===== config.mk =====
export PLATFORM = sky130hd
export DESIGN_NAME = alu_cmd_sequencer
export DESIGN_NICKNAME = d
export VERILOG_FILES = /design/src/rtl/alu_cmd_sequencer_pkg.sv /design/src/rtl/alu_cmd_fifo.sv /design/src/rtl/alu_cmd_sequencer.sv
export SDC_FILE = /design/constraint.sdc
export NUM_CORES = 1
export LEC_CHECK = 0
export ABC_AREA = 1
export CAP_MARGIN = 0
export CORE_UTILIZATION = 35
export CTS_BUF_LIST = sky130_fd_sc_hd__clkbuf_8
export DETAILED_ROUTE_END_ITERATION = 12
export PLACE_DENSITY = 0.61
export SLEW_MARGIN = 20
export SYNTH_ARGS = -nofsm -noshare
export SYNTH_HDL_FRONTEND = slang
export SYNTH_SLANG_ARGS = --single-unit

===== constraint.sdc =====
create_clock -name clk -period 4.25 [get_ports clk]
set_clock_uncertainty 0.15 [all_clocks]
set_input_delay 0.6375 -clock clk [delete_from_list [all_inputs] [get_ports clk]]
set_output_delay 0.6375 -clock clk [all_outputs]
set_load 0.1 [all_outputs]

===== src/rtl/alu_cmd_sequencer_pkg.sv =====
// Opcode and FSM state definitions shared by the ALU command sequencer files.
package alu_cmd_sequencer_pkg;

  typedef enum logic [3:0] {
    OP_HOLD  = 4'd0,
    OP_CLEAR = 4'd1,
    OP_ONES  = 4'd2,
    OP_DIV   = 4'd3,
    OP_SUB   = 4'd4,
    OP_SUBB  = 4'd5,
    OP_ADD   = 4'd6,
    OP_ADDC  = 4'd7,
    OP_MUL   = 4'd8,
    OP_AND   = 4'd9,
    OP_OR    = 4'd10,
    OP_NOT   = 4'd11,
    OP_XOR   = 4'd12
  } alu_op_e;

  localparam logic [3:0] OP_LAST_LEGAL = 4'd12;

  typedef enum logic [1:0] {
    ST_IDLE,
    ST_ISSUE,
    ST_SETTLE,
    ST_RESP
  } seq_state_e;

  function automatic logic op_illegal(input logic [3:0] op);
    return op > OP_LAST_LEGAL;
  endfunction

endpackage


===== src/rtl/alu_cmd_fifo.sv =====
// Synchronous command FIFO; head shows the oldest entry whenever empty is low.
module alu_cmd_fifo #(
  parameter int DEPTH = 4,
  parameter int W     = 20
) (
  input  logic         clk,
  input  logic         rstb,
  input  logic         push,
  input  logic         pop,
  input  logic [W-1:0] din,
  output logic         full,
  output logic         empty,
  output logic [W-1:0] head
);

  localparam int AW = $clog2(DEPTH);

  logic [W-1:0]  mem [DEPTH];
  logic [AW-1:0] wr_ptr;
  logic [AW-1:0] rd_ptr;
  logic [AW:0]   count;
  logic          do_push;
  logic          do_pop;

  // A full FIFO refuses a push even when a pop happens in the same cycle.
  assign full    = (count == (AW+1)'(DEPTH));
  assign empty   = (count == '0);
  assign do_push = push && !full;
  assign do_pop  = pop && !empty;
  assign head    = mem[rd_ptr];

  always_ff @(posedge clk) begin
    if (do_push) begin
      mem[wr_ptr] <= din;
    end
  end

  always_ff @(posedge clk) begin
    if (rstb) begin
      wr_ptr <= '0;
      rd_ptr <= '0;
      count  <= '0;
    end else begin
      if (do_push) wr_ptr <= wr_ptr + AW'(1);
      if (do_pop)  rd_ptr <= rd_ptr + AW'(1);
      case ({do_push, do_pop})
        2'b10:   count <= count + (AW+1)'(1);
        2'b01:   count <= count - (AW+1)'(1);
        default: count <= count;
      endcase
    end
  end

endmodule


===== src/rtl/alu_cmd_sequencer.sv =====
// Buffers host commands, issues one ALU operation per command and returns
// the accumulator, carry and error flag in command order.
module alu_cmd_sequencer
  import alu_cmd_sequencer_pkg::*;
#(
  parameter int DEPTH = 4,
  parameter int DW    = 16
) (
  input  logic          clk,
  input  logic          rstb,
  input  logic          cmd_valid,
  output logic          cmd_ready,
  input  logic [3:0]    cmd_opcode,
  input  logic [DW-1:0] cmd_operand,
  output logic          rsp_valid,
  input  logic          rsp_ready,
  output logic [2*DW-1:0] rsp_result,
  output logic          rsp_carry,
  output logic          rsp_err,
  output logic [3:0]    alu_opcode,
  output logic [DW-1:0] alu_operand,
  input  logic [2*DW-1:0] alu_result,
  input  logic          alu_status,
  output logic          busy
);

  localparam int FW = 4 + DW;

  seq_state_e    state;
  logic          err_q;
  logic          fifo_push;
  logic          fifo_pop;
  logic          fifo_full;
  logic          fifo_empty;
  logic [FW-1:0] fifo_head;
  logic [3:0]    head_op;
  logic [DW-1:0] head_operand;
  logic          head_err;
  logic          rsp_fire;

  assign head_op      = fifo_head[FW-1 -: 4];
  assign head_operand = fifo_head[DW-1:0];
  assign head_err     = op_illegal(head_op);
  assign cmd_ready    = !fifo_full;
  assign fifo_push    = cmd_valid && !fifo_full;
  assign rsp_fire     = rsp_valid && rsp_ready;
  assign fifo_pop     = !fifo_empty &&
                        ((state == ST_IDLE) || ((state == ST_RESP) && rsp_fire));
  assign busy         = (state != ST_IDLE) || !fifo_empty;

  alu_cmd_fifo #(
    .DEPTH (DEPTH),
    .W     (FW)
  ) u_fifo (
    .clk   (clk),
    .rstb  (rstb),
    .push  (fifo_push),
    .pop   (fifo_pop),
    .din   ({cmd_opcode, cmd_operand}),
    .full  (fifo_full),
    .empty (fifo_empty),
    .head  (fifo_head)
  );

  // The opcode is loaded on the pop edge so it is live for exactly the ISSUE
  // cycle; an illegal opcode is replaced by HOLD so the ALU never sees it.
  always_ff @(posedge clk) begin
    if (rstb) begin
      state       <= ST_IDLE;
      err_q       <= 1'b0;
      alu_opcode  <= OP_HOLD;
      alu_operand <= '0;
      rsp_valid   <= 1'b0;
      rsp_result  <= '0;
      rsp_carry   <= 1'b0;
      rsp_err     <= 1'b0;
    end else begin
      case (state)
        ST_IDLE: begin
          if (fifo_pop) begin
            err_q       <= head_err;
            alu_opcode  <= head_err ? OP_HOLD : head_op;
            alu_operand <= head_operand;
            state       <= ST_ISSUE;
          end
        end
        ST_ISSUE: begin
          alu_opcode <= OP_HOLD;
          state      <= ST_SETTLE;
        end
        ST_SETTLE: begin
          rsp_result <= alu_result;
          rsp_carry  <= alu_status;
          rsp_err    <= err_q;
          rsp_valid  <= 1'b1;
          state      <= ST_RESP;
        end
        ST_RESP: begin
          if (rsp_fire) begin
            rsp_valid <= 1'b0;
            if (fifo_pop) begin
              err_q       <= head_err;
              alu_opcode  <= head_err ? OP_HOLD : head_op;
              alu_operand <= head_operand;
              state       <= ST_ISSUE;
            end else begin
              state <= ST_IDLE;
            end
          end
        end
        default: state <= ST_IDLE;
      endcase
    end
  end

endmodule


==> flow_metrics.py, run 1 <==
metrics = {
    "die": {
        "die_height_um": 128,
        "initial_core_util_pct": 36.3,
        "core_um2": 15400,
        "pin_count": 114,
        "die_width_um": 128,
        "die-area_um2": 16400,
        "rows": 45,
    },
    "outcome": {
        "status": "finished clean",
    },
    "place": {
        "hpwl_um": 7780,
        "io_buffers": 113,
        "finalWeightedCongestion": 0.731,
        "placedInstanceArea_um2": 6870,
    },
    "global_routing": {
        "grt_pass1_vias": 4077,
        "grt.overflow.total": 0,
        "grt_max_degree": 60,
        "track_usage_pct": 16.0,
        "antenna_found_initial": 0,
        "grt_pass1_wl_um": 20100,
    },
    "clocking": {
        "cts_made_buffers": 17,
        "postCtsSetupBuffers": 0,
        "insertion_delay_ns": 0.44,
        "h-tree-depth": 4,
        "cts-resized-gates": 0,
        "hold_buffers": 0,
        "tritoncts": "done",
        "clk_pin_slew_ns": 0.08,
        "clock_sinks": 147,
        "clockBufferDepth": 2,
        "cts_root_buffer": "clkbuf_8",
    },
    "synthesis": {
        "ys_seq_area_share_pct": 67.1,
        "yosysUniqueCellTypes": 22,
        "syn_inst": 543,
        "synth_area_um2": 5580,
        "synth-seq-cells": 147,
        "avgSynthCellArea_um2": 10.3,
        "yosys_warnings": 0,
        "syn_nets": 611,
    },
    "timing": {
        "finalWorstPathRequiredPeriod_ns": 3.24,
        "setup_violations": 0,
        "rsz0062_at_grt": "false",
        "holdWs_ns": 0.316,
        "period_share_pct": 76.2,
        "hold_violations": 0,
        "finalMaxSlewViolations": 0,
        "worstMarginPinSlew_ns": 1.00,
        "tns_ns": 0,
        "max_slew_margin_pct": 32.9,
        "fmax_mhz": 309,
    },
    "worst_setup_path": {
        "critPathSlowestCell": "clkdlybuf4s50_1",
        "critical_path_class": "register to primary output",
        "crit_arrival_ns": 2.45,
        "critical_path_required_ns": 3.46,
        "worst_setup_path_end_kind": "primary output",
        "crit_family": "buffers and inverters",
        "start_kind": "register",
        "worst-path-max-fanout": 5,
        "cp_cell_sequence": "inv_1 -> ha_1 -> nand2_1 -> clkdlybuf4s50_1",
        "crit_path_max_incr_delay_ns": 1.17,
        "critPathBufInv": 2,
    },
    "finish": {
        "drive_gt1_share_pct": 7.08,
        "fill_cells": 1422,
        "n_antenna_cell": 0,
        "layout_common_cells": "nor2_1, clkdlybuf4s50_1, edfxtp_1",
        "final_area_um2": 7260,
        "final_nets": 719,
        "final_common_cell": "nor2_1",
        "areaGrowthSynthToFinish_pct": 30.1,
    },
    "detailed_routing": {
        "wl_per_cell_um": 14.3,
        "dr.pass1.iters": 4,
        "drtIter0Drc": 276,
        "drt_wl_total_um": 12500,
        "drcViolationCount": 0,
        "viasPerCell": 4.71,
        "vias": 4118,
        "antenna_left": 0,
    },
    "power_and_ir_drop": {
        "leakage_nw": 2.68,
        "power_density_nw_per_um2": 825,
        "ir_worst_vdd_mv": 0.448,
    },
    "flow_run": {
        "cap_violations": 0,
    },
    "hold_path": {
        "hold_path.class": "register to register",
    },
}
worst register-to-register path, stage by stage, from the launching register on:
cell and delay (ns):
dfxtp_1 0.35, inv_1 0.11, ha_1 0.16, buf_4 0.30, clkinv_1 0.80, nor2_1 0.39
nor2_1 0.08
logic make-up (layout without fill, tap and decap cells):
logic type                 after synthesis  in the layout  synth area share (%)
AOI/OAI and AO/OA                      125            125                  11.6
buffers and inverters                   52            173                  4.17
and+or+nand+nor                        208            208                  14.5
DFF                                    147            147                  67.1
adders and majority gates               11             11                  2.60
worst paths after layout:
| kind | from | to | slack (ns) | depth (start not counted) |
|---|---|---|---|---|
| worst max-delay path | state[0]$_SDFFE_PP0P_ | busy | 1.01 | 4 |
| worst min-delay path | alu_opcode[0]$_SDFFE_PP0P_ | alu_opcode[0]$_SDFFE_PP0P_ | 0.32 | 2 |
| worst max register to register | state[0]$_SDFFE_PP0P_ | rsp_result[0]$_SDFFE_PP0P_ | 1.81 | 6 |
| worst min register to register | alu_opcode[0]$_SDFFE_PP0P_ | alu_opcode[0]$_SDFFE_PP0P_ | 0.32 | 2 |
through the flow:
step	utilization [%]	cells	worst slack, ns	power [mW]
2_1_floorplan	-	543	1.24	4.31
3_3_place_gp	44.7	843	1.47	4.94
3_5_place_dp	44.7	843	1.42	4.99
4_1_cts	47.2	875	0.984	6.04
5_1_grt	47.2	875	0.893	6.33
6_report	47.2	875	1.01	5.99
final cells by class:
| type | count | area [µm²] | share of cell area, % |
|---|---|---|---|
| Sequential cell | 147 | 3740 | 51.6 |
| Multi-Input combinational cell | 344 | 1620 | 22.4 |
| Inverter | 24 | 90.1 | 1.24 |
| Clock inverter | 15 | 145 | 2.00 |
| Tap cell | 211 | 264 | 3.64 |
| Timing Repair Buffer | 117 | 1160 | 16.0 |
| Clock buffer | 17 | 234 | 3.22 |
routing by layer:
layer	track usage [%]	vias to the layer above	wire, µm	part of all wire (%)
met5	0	-	0	0
met4	4.98	0	48	0.38
met3	4.88	4	743	5.9
met2	26.7	111	6180	49
met1	19.8	1947	5550	44
li1	-	2056	-	-
where the power goes:
part           switching (mW)  total [mW]  internal, mW  leakage (nW)
logic                    2.29        2.97         0.681          1.21
clock network           0.563        1.04         0.478         0.184
registers               0.153        1.98          1.82          1.29
total                    3.01        5.99          2.98          2.68
flip-flops by register name, summed over array words and instances (netlist names), 2 cells and up, named ones only:
signal and flops:
u_fifo.mem 80, u_fifo.rd_ptr 2, u_fifo.count 3, state 2, u_fifo.wr_ptr 2, alu_opcode 4, rsp_result 32, alu_operand 16
synth_stat cells, drive strengths merged:
library cell	n	share of area (%)
a21oi	16	1.4
a31oi	16	1.8
buf	15	1.7
clkbuf	13	0.87
clkinv	1	0.067
dfxtp	67	24
edfxtp	80	43
fa	1	0.36
ha	10	2.2
inv	23	1.5
nand2	44	3.0
nand3	15	1.3
nor2	149	10
o211ai	1	0.13
o21ai	92	8.3
Power figures use the tool's default switching activity.
==> run 2, diff against run 1 <==
clock period = 3 ns   (was 4.25 ns; I/O delays follow)
==> flow_metrics.py, run 2 (same netlist as run 1, synthesis figures left out) <==
metrics = {
    "timing": {
        "max_slew_margin_pct": 38.1,
        "finalWorstPathRequiredPeriod_ns": 2.27,
        "hold_violations": 0,
        "worstMarginPinSlew_ns": 0.923,
        "setup_ws_ns": 0.728,
        "finalMaxSlewViolations": 0,
        "setup_violations": 0,
        "fmax_mhz": 440,
        "tns_ns": 0,
        "rsz0062_at_grt": "false",
        "period_share_pct": 75.7,
    },
    "detailed_routing": {
        "drt_wl_total_um": 12600,
        "drtIter0Drc": 200,
        "dr.pass1.iters": 4,
        "viasPerCell": 4.70,
        "antenna_left": 0,
        "vias": 4144,
        "wl_per_cell_um": 14.3,
        "drcViolationCount": 0,
    },
    "hold_path": {
        "hold_path.class": "register to register",
    },
    "die": {
        "pin_count": 114,
        "die-area_um2": 16400,
        "initial_core_util_pct": 36.3,
        "rows": 45,
        "die_height_um": 128,
        "core_um2": 15400,
        "die_width_um": 128,
    },
    "finish": {
        "final_common_cell": "nor2_1",
        "drive_gt1_share_pct": 15.8,
        "regMostFlops": "u_fifo.mem",
        "layout_common_cells": "nor2_1, edfxtp_1, o21ai_0",
        "n_antenna_cell": 0,
        "largestRegisters": "u_fifo.mem x80, rsp_result x32, alu_operand x16",
        "final_nets": 725,
        "largest_reg_flops": 80,
        "areaGrowthSynthToFinish_pct": 28.8,
    },
    "worst_setup_path": {
        "worst_setup_path_end_kind": "register",
        "crit_path_max_incr_delay_ns": 0.40,
        "crit_arrival_ns": 2.47,
        "worst-path-max-fanout": 5,
        "critical_path_class": "register to register",
        "critical_path_required_ns": 3.19,
        "start_kind": "register",
        "critPathSlowestCell": "dfxtp_1",
        "cp_cell_sequence": "ha_1 -> nand3_1 -> nand2_1 -> nand2_1 -> inv_1 -> ha_1 -> inv_1 -> fa_1 -> a21oi_1 -> o21ai_0 -> o21ai_0 -> a21oi_1",
    },
    "global_routing": {
        "track_usage_pct": 16.3,
        "grt_max_degree": 41,
        "grt_pass1_vias": 3968,
        "grt_pass1_wl_um": 20000,
        "grt.overflow.total": 0,
        "antenna_found_initial": 0,
    },
    "power_and_ir_drop": {
        "leakage_nw": 2.82,
        "power_density_nw_per_um2": 1180,
        "ir_worst_vdd_mv": 0.656,
    },
    "place": {
        "finalWeightedCongestion": 0.752,
        "pre_cts_ws_ns": 0.431,
        "io_buffers": 113,
        "hpwl_um": 8000,
    },
    "clocking": {
        "clk_pin_slew_ns": 0.08,
        "tritoncts": "done",
        "cts_root_buffer": "clkbuf_8",
        "clockBufferDepth": 2,
        "cts-resized-gates": 0,
        "postCtsSetupBuffers": 0,
        "insertion_delay_ns": 0.45,
        "cts_made_buffers": 17,
        "h-tree-depth": 4,
        "hold_buffers": 0,
        "clock_sinks": 147,
    },
    "flow_run": {
        "cap_violations": 0,
    },
    "outcome": {
        "status": "finished clean",
    },
}
-- run 2: worst max-delay path, delay by kind of cell (launching register included) --
family / cells / cell delay (ns)
DFF: 1 / 0.40
buffers and inverters: 2 / 0.16
adders and majority gates: 3 / 0.77
and+or+nand+nor: 3 / 0.25
AOI/OAI and AO/OA: 4 / 0.46
-- run 2: worst paths after layout --
check | start | endpoint | slack [ns] | depth (start not counted)
min | alu_opcode[0]$_SDFFE_PP0P_ | alu_opcode[0]$_SDFFE_PP0P_ | 0.32 | 2
max | state[0]$_SDFFE_PP0P_ | u_fifo.count[2]$_SDFFE_PP0P_ | 0.73 | 12
max reg2reg | state[0]$_SDFFE_PP0P_ | u_fifo.count[2]$_SDFFE_PP0P_ | 0.73 | 12
min reg2reg | alu_opcode[0]$_SDFFE_PP0P_ | alu_opcode[0]$_SDFFE_PP0P_ | 0.32 | 2
-- run 2: final cells by class --
type | count | area [µm²]
Clock buffer | 17 | 234
Timing Repair Buffer | 123 | 1080
Clock inverter | 15 | 163
Inverter | 24 | 90.1
Fill cell | 1452 | 8180
Sequential cell | 147 | 3740
Multi-Input combinational cell | 344 | 1620
Tap cell | 211 | 264
-- run 2: power breakdown --
group	internal (mW)	switching, mW	total [mW]
logic	0.909	3.23	4.14
clock network	0.812	0.747	1.56
registers	2.58	0.241	2.82
-- run 2: through the flow --
| stage | area [µm²] | util [%] | total power [mW] | std cells | hold WS, ns |
|---|---|---|---|---|---|
| after floorplan | 5580 | - | 6.11 | 543 | 0.286 |
| after detailed placement | 6790 | 44.2 | 7.03 | 849 | 0.309 |
| after CTS | 7190 | 46.8 | 8.60 | 881 | 0.319 |
| final | 7190 | 46.8 | 8.52 | 881 | 0.319 |
| after global routing | 7190 | 46.8 | 8.99 | 881 | 0.354 |
| after global placement | 6790 | 44.2 | 6.97 | 849 | 0.293 |
-- run 2: per-layer routing --
metal / up-vias / global-route usage, % / routed length [µm]
met5: - / 0 / 0
li1: 2077 / - / -
met1: 1933 / 19.5 / 5580
met3: 18 / 6.14 / 934
met2: 116 / 26.5 / 5870
met4: 0 / 6.30 / 173
==> run 3, diff against run 2 <==
clock period = 2.32 ns   (was 3 ns; I/O delays follow)
==> flow_metrics.py, run 3 (same netlist as run 1, synthesis figures left out) <==
metrics = {
    "global_routing": {
        "antenna_found_initial": 0,
        "grt_pass1_wl_um": 19900,
        "grt_max_degree": 56,
        "track_usage_pct": 16.0,
        "grt_pass1_vias": 4052,
        "grt.overflow.total": 0,
    },
    "die": {
        "initial_core_util_pct": 36.3,
        "die_width_um": 128,
        "die_height_um": 128,
        "pin_count": 114,
        "rows": 45,
        "core_um2": 15400,
        "die-area_um2": 16400,
    },
    "place": {
        "hpwl_um": 7980,
        "placed_cells": 859,
        "finalWeightedCongestion": 0.745,
        "placedInstanceArea_um2": 6940,
        "pre_cts_ws_ns": -0.132,
        "io_buffers": 113,
    },
    "flow_run": {
        "cap_violations": 0,
    },
    "finish": {
        "final_area_um2": 7310,
        "areaGrowthSynthToFinish_pct": 31.0,
        "seqCellArea_um2": 3750,
        "regMostFlops": "u_fifo.mem",
        "final_cells": 891,
        "n_antenna_cell": 0,
        "fill_cells": 1423,
        "largest_reg_flops": 80,
        "final_common_cell": "nor2_1",
        "layout_common_cells": "nor2_1, edfxtp_1, o21ai_0",
        "final_nets": 735,
        "drive_gt1_share_pct": 18.2,
        "largestRegisters": "u_fifo.mem x80, rsp_result x32, alu_operand x16",
        "multi_input_area_um2": 1640,
        "post-route-util_pct": 47.6,
    },
    "worst_setup_path": {
        "worst_setup_path_end_kind": "register",
        "worst-path-max-fanout": 5,
        "critical_path_class": "register to register",
        "critical_path_required_ns": 2.50,
        "crit_arrival_ns": 2.35,
        "start_kind": "register",
    },
    "timing": {
        "hold_violations": 0,
        "finalMaxSlewViolations": 0,
        "period_share_pct": 93.6,
        "worstMarginPinSlew_ns": 0.444,
        "fmax_mhz": 461,
        "holdWs_ns": 0.310,
        "setup_ws_ns": 0.149,
        "max_slew_margin_pct": 70.4,
        "setup_violations": 0,
        "finalWorstPathRequiredPeriod_ns": 2.17,
    },
    "detailed_routing": {
        "drcViolationCount": 0,
        "wl_per_cell_um": 14.0,
        "drt_wl_total_um": 12500,
        "dr.pass1.iters": 4,
        "drtIter0Drc": 215,
        "viasPerCell": 4.68,
        "vias": 4171,
        "antenna_left": 0,
    },
    "power_and_ir_drop": {
        "ir_worst_vdd_mv": 0.984,
        "leakage_nw": 2.87,
        "power_density_nw_per_um2": 1510,
    },
    "hold_path": {
        "hold_path.class": "register to register",
    },
    "clocking": {
        "tritoncts": "done",
        "cts_made_buffers": 17,
        "h-tree-depth": 4,
        "clockBufferDepth": 2,
        "cts_root_buffer": "clkbuf_8",
        "insertion_delay_ns": 0.44,
        "clock_sinks": 147,
        "hold_buffers": 0,
        "clk_pin_slew_ns": 0.08,
    },
    "outcome": {
        "status": "finished clean",
    },
}
## run 3: cell count changes in the layout (fill, tap and decap cells not counted), sizes merged
cell	change
bufinv	-2
clkinv	+3
inv	-1
buf	+10
## run 3: path summary, 6_finish.rpt
kind | end | depth (start not counted) | start | slack (ns)
min reg2reg | register | 2 | u_fifo.rd_ptr[1]$_SDFFE_PP0P_ | 0.31
max | u_fifo.count[2]$_SDFFE_PP0P_ | 13 | state[1]$_SDFFE_PP0P_ | 0.15
min | register | 2 | u_fifo.rd_ptr[1]$_SDFFE_PP0P_ | 0.31
max reg2reg | u_fifo.count[2]$_SDFFE_PP0P_ | 13 | state[1]$_SDFFE_PP0P_ | 0.15
## run 3: repair_timing
item                       CTS  global route
setup endpoints to repair    0             2
buffers inserted             0             0
resized for setup            0             7
## run 3: critical path: stages, from the launching register on
cell and delay (ns):
dfxtp_2 0.35, inv_2 0.09, ha_2 0.20, inv_1 0.04, nand2_1 0.05, nand2_1 0.06
inv_1 0.09, ha_1 0.14, inv_1 0.06, fa_1 0.37, a21oi_1 0.14, o21ai_0 0.11
o21ai_0 0.15, a21oi_1 0.05
## run 3: power by group
group          switching [mW]  internal (mW)  leakage, nW
clock network           0.951          0.834        0.181
logic                    4.22           1.34         1.41
registers               0.321           3.34         1.29
## run 3: final cells by class
class                   instances  share of cell area, %
repair buffers                133                   16.6
clock inverters                15                   1.64
flip-flops and latches        147                   51.3
clock buffers                  17                   3.20
well taps                     211                   3.61
inverters                      24                   1.23
multi-input cells             344                   22.4
## run 3: stage by stage
stage | setup TNS, ns | power [mW]
6_report | 0 | 11.0
3_3_place_gp | -0.113 | 9.20
5_1_grt | -0.000938 | 11.6
2_1_floorplan | -1.36 | 7.91
3_5_place_dp | -0.132 | 9.27
4_1_cts | 0 | 11.1
## run 3: routing by layer
layer,up-vias,wire length (µm),GRT usage [%]
li1,2100,-,-
met1,1928,5550,19.4
met2,130,5890,26.5
met3,13,871,5.34
met4,0,153,5.54
met5,-,0,0
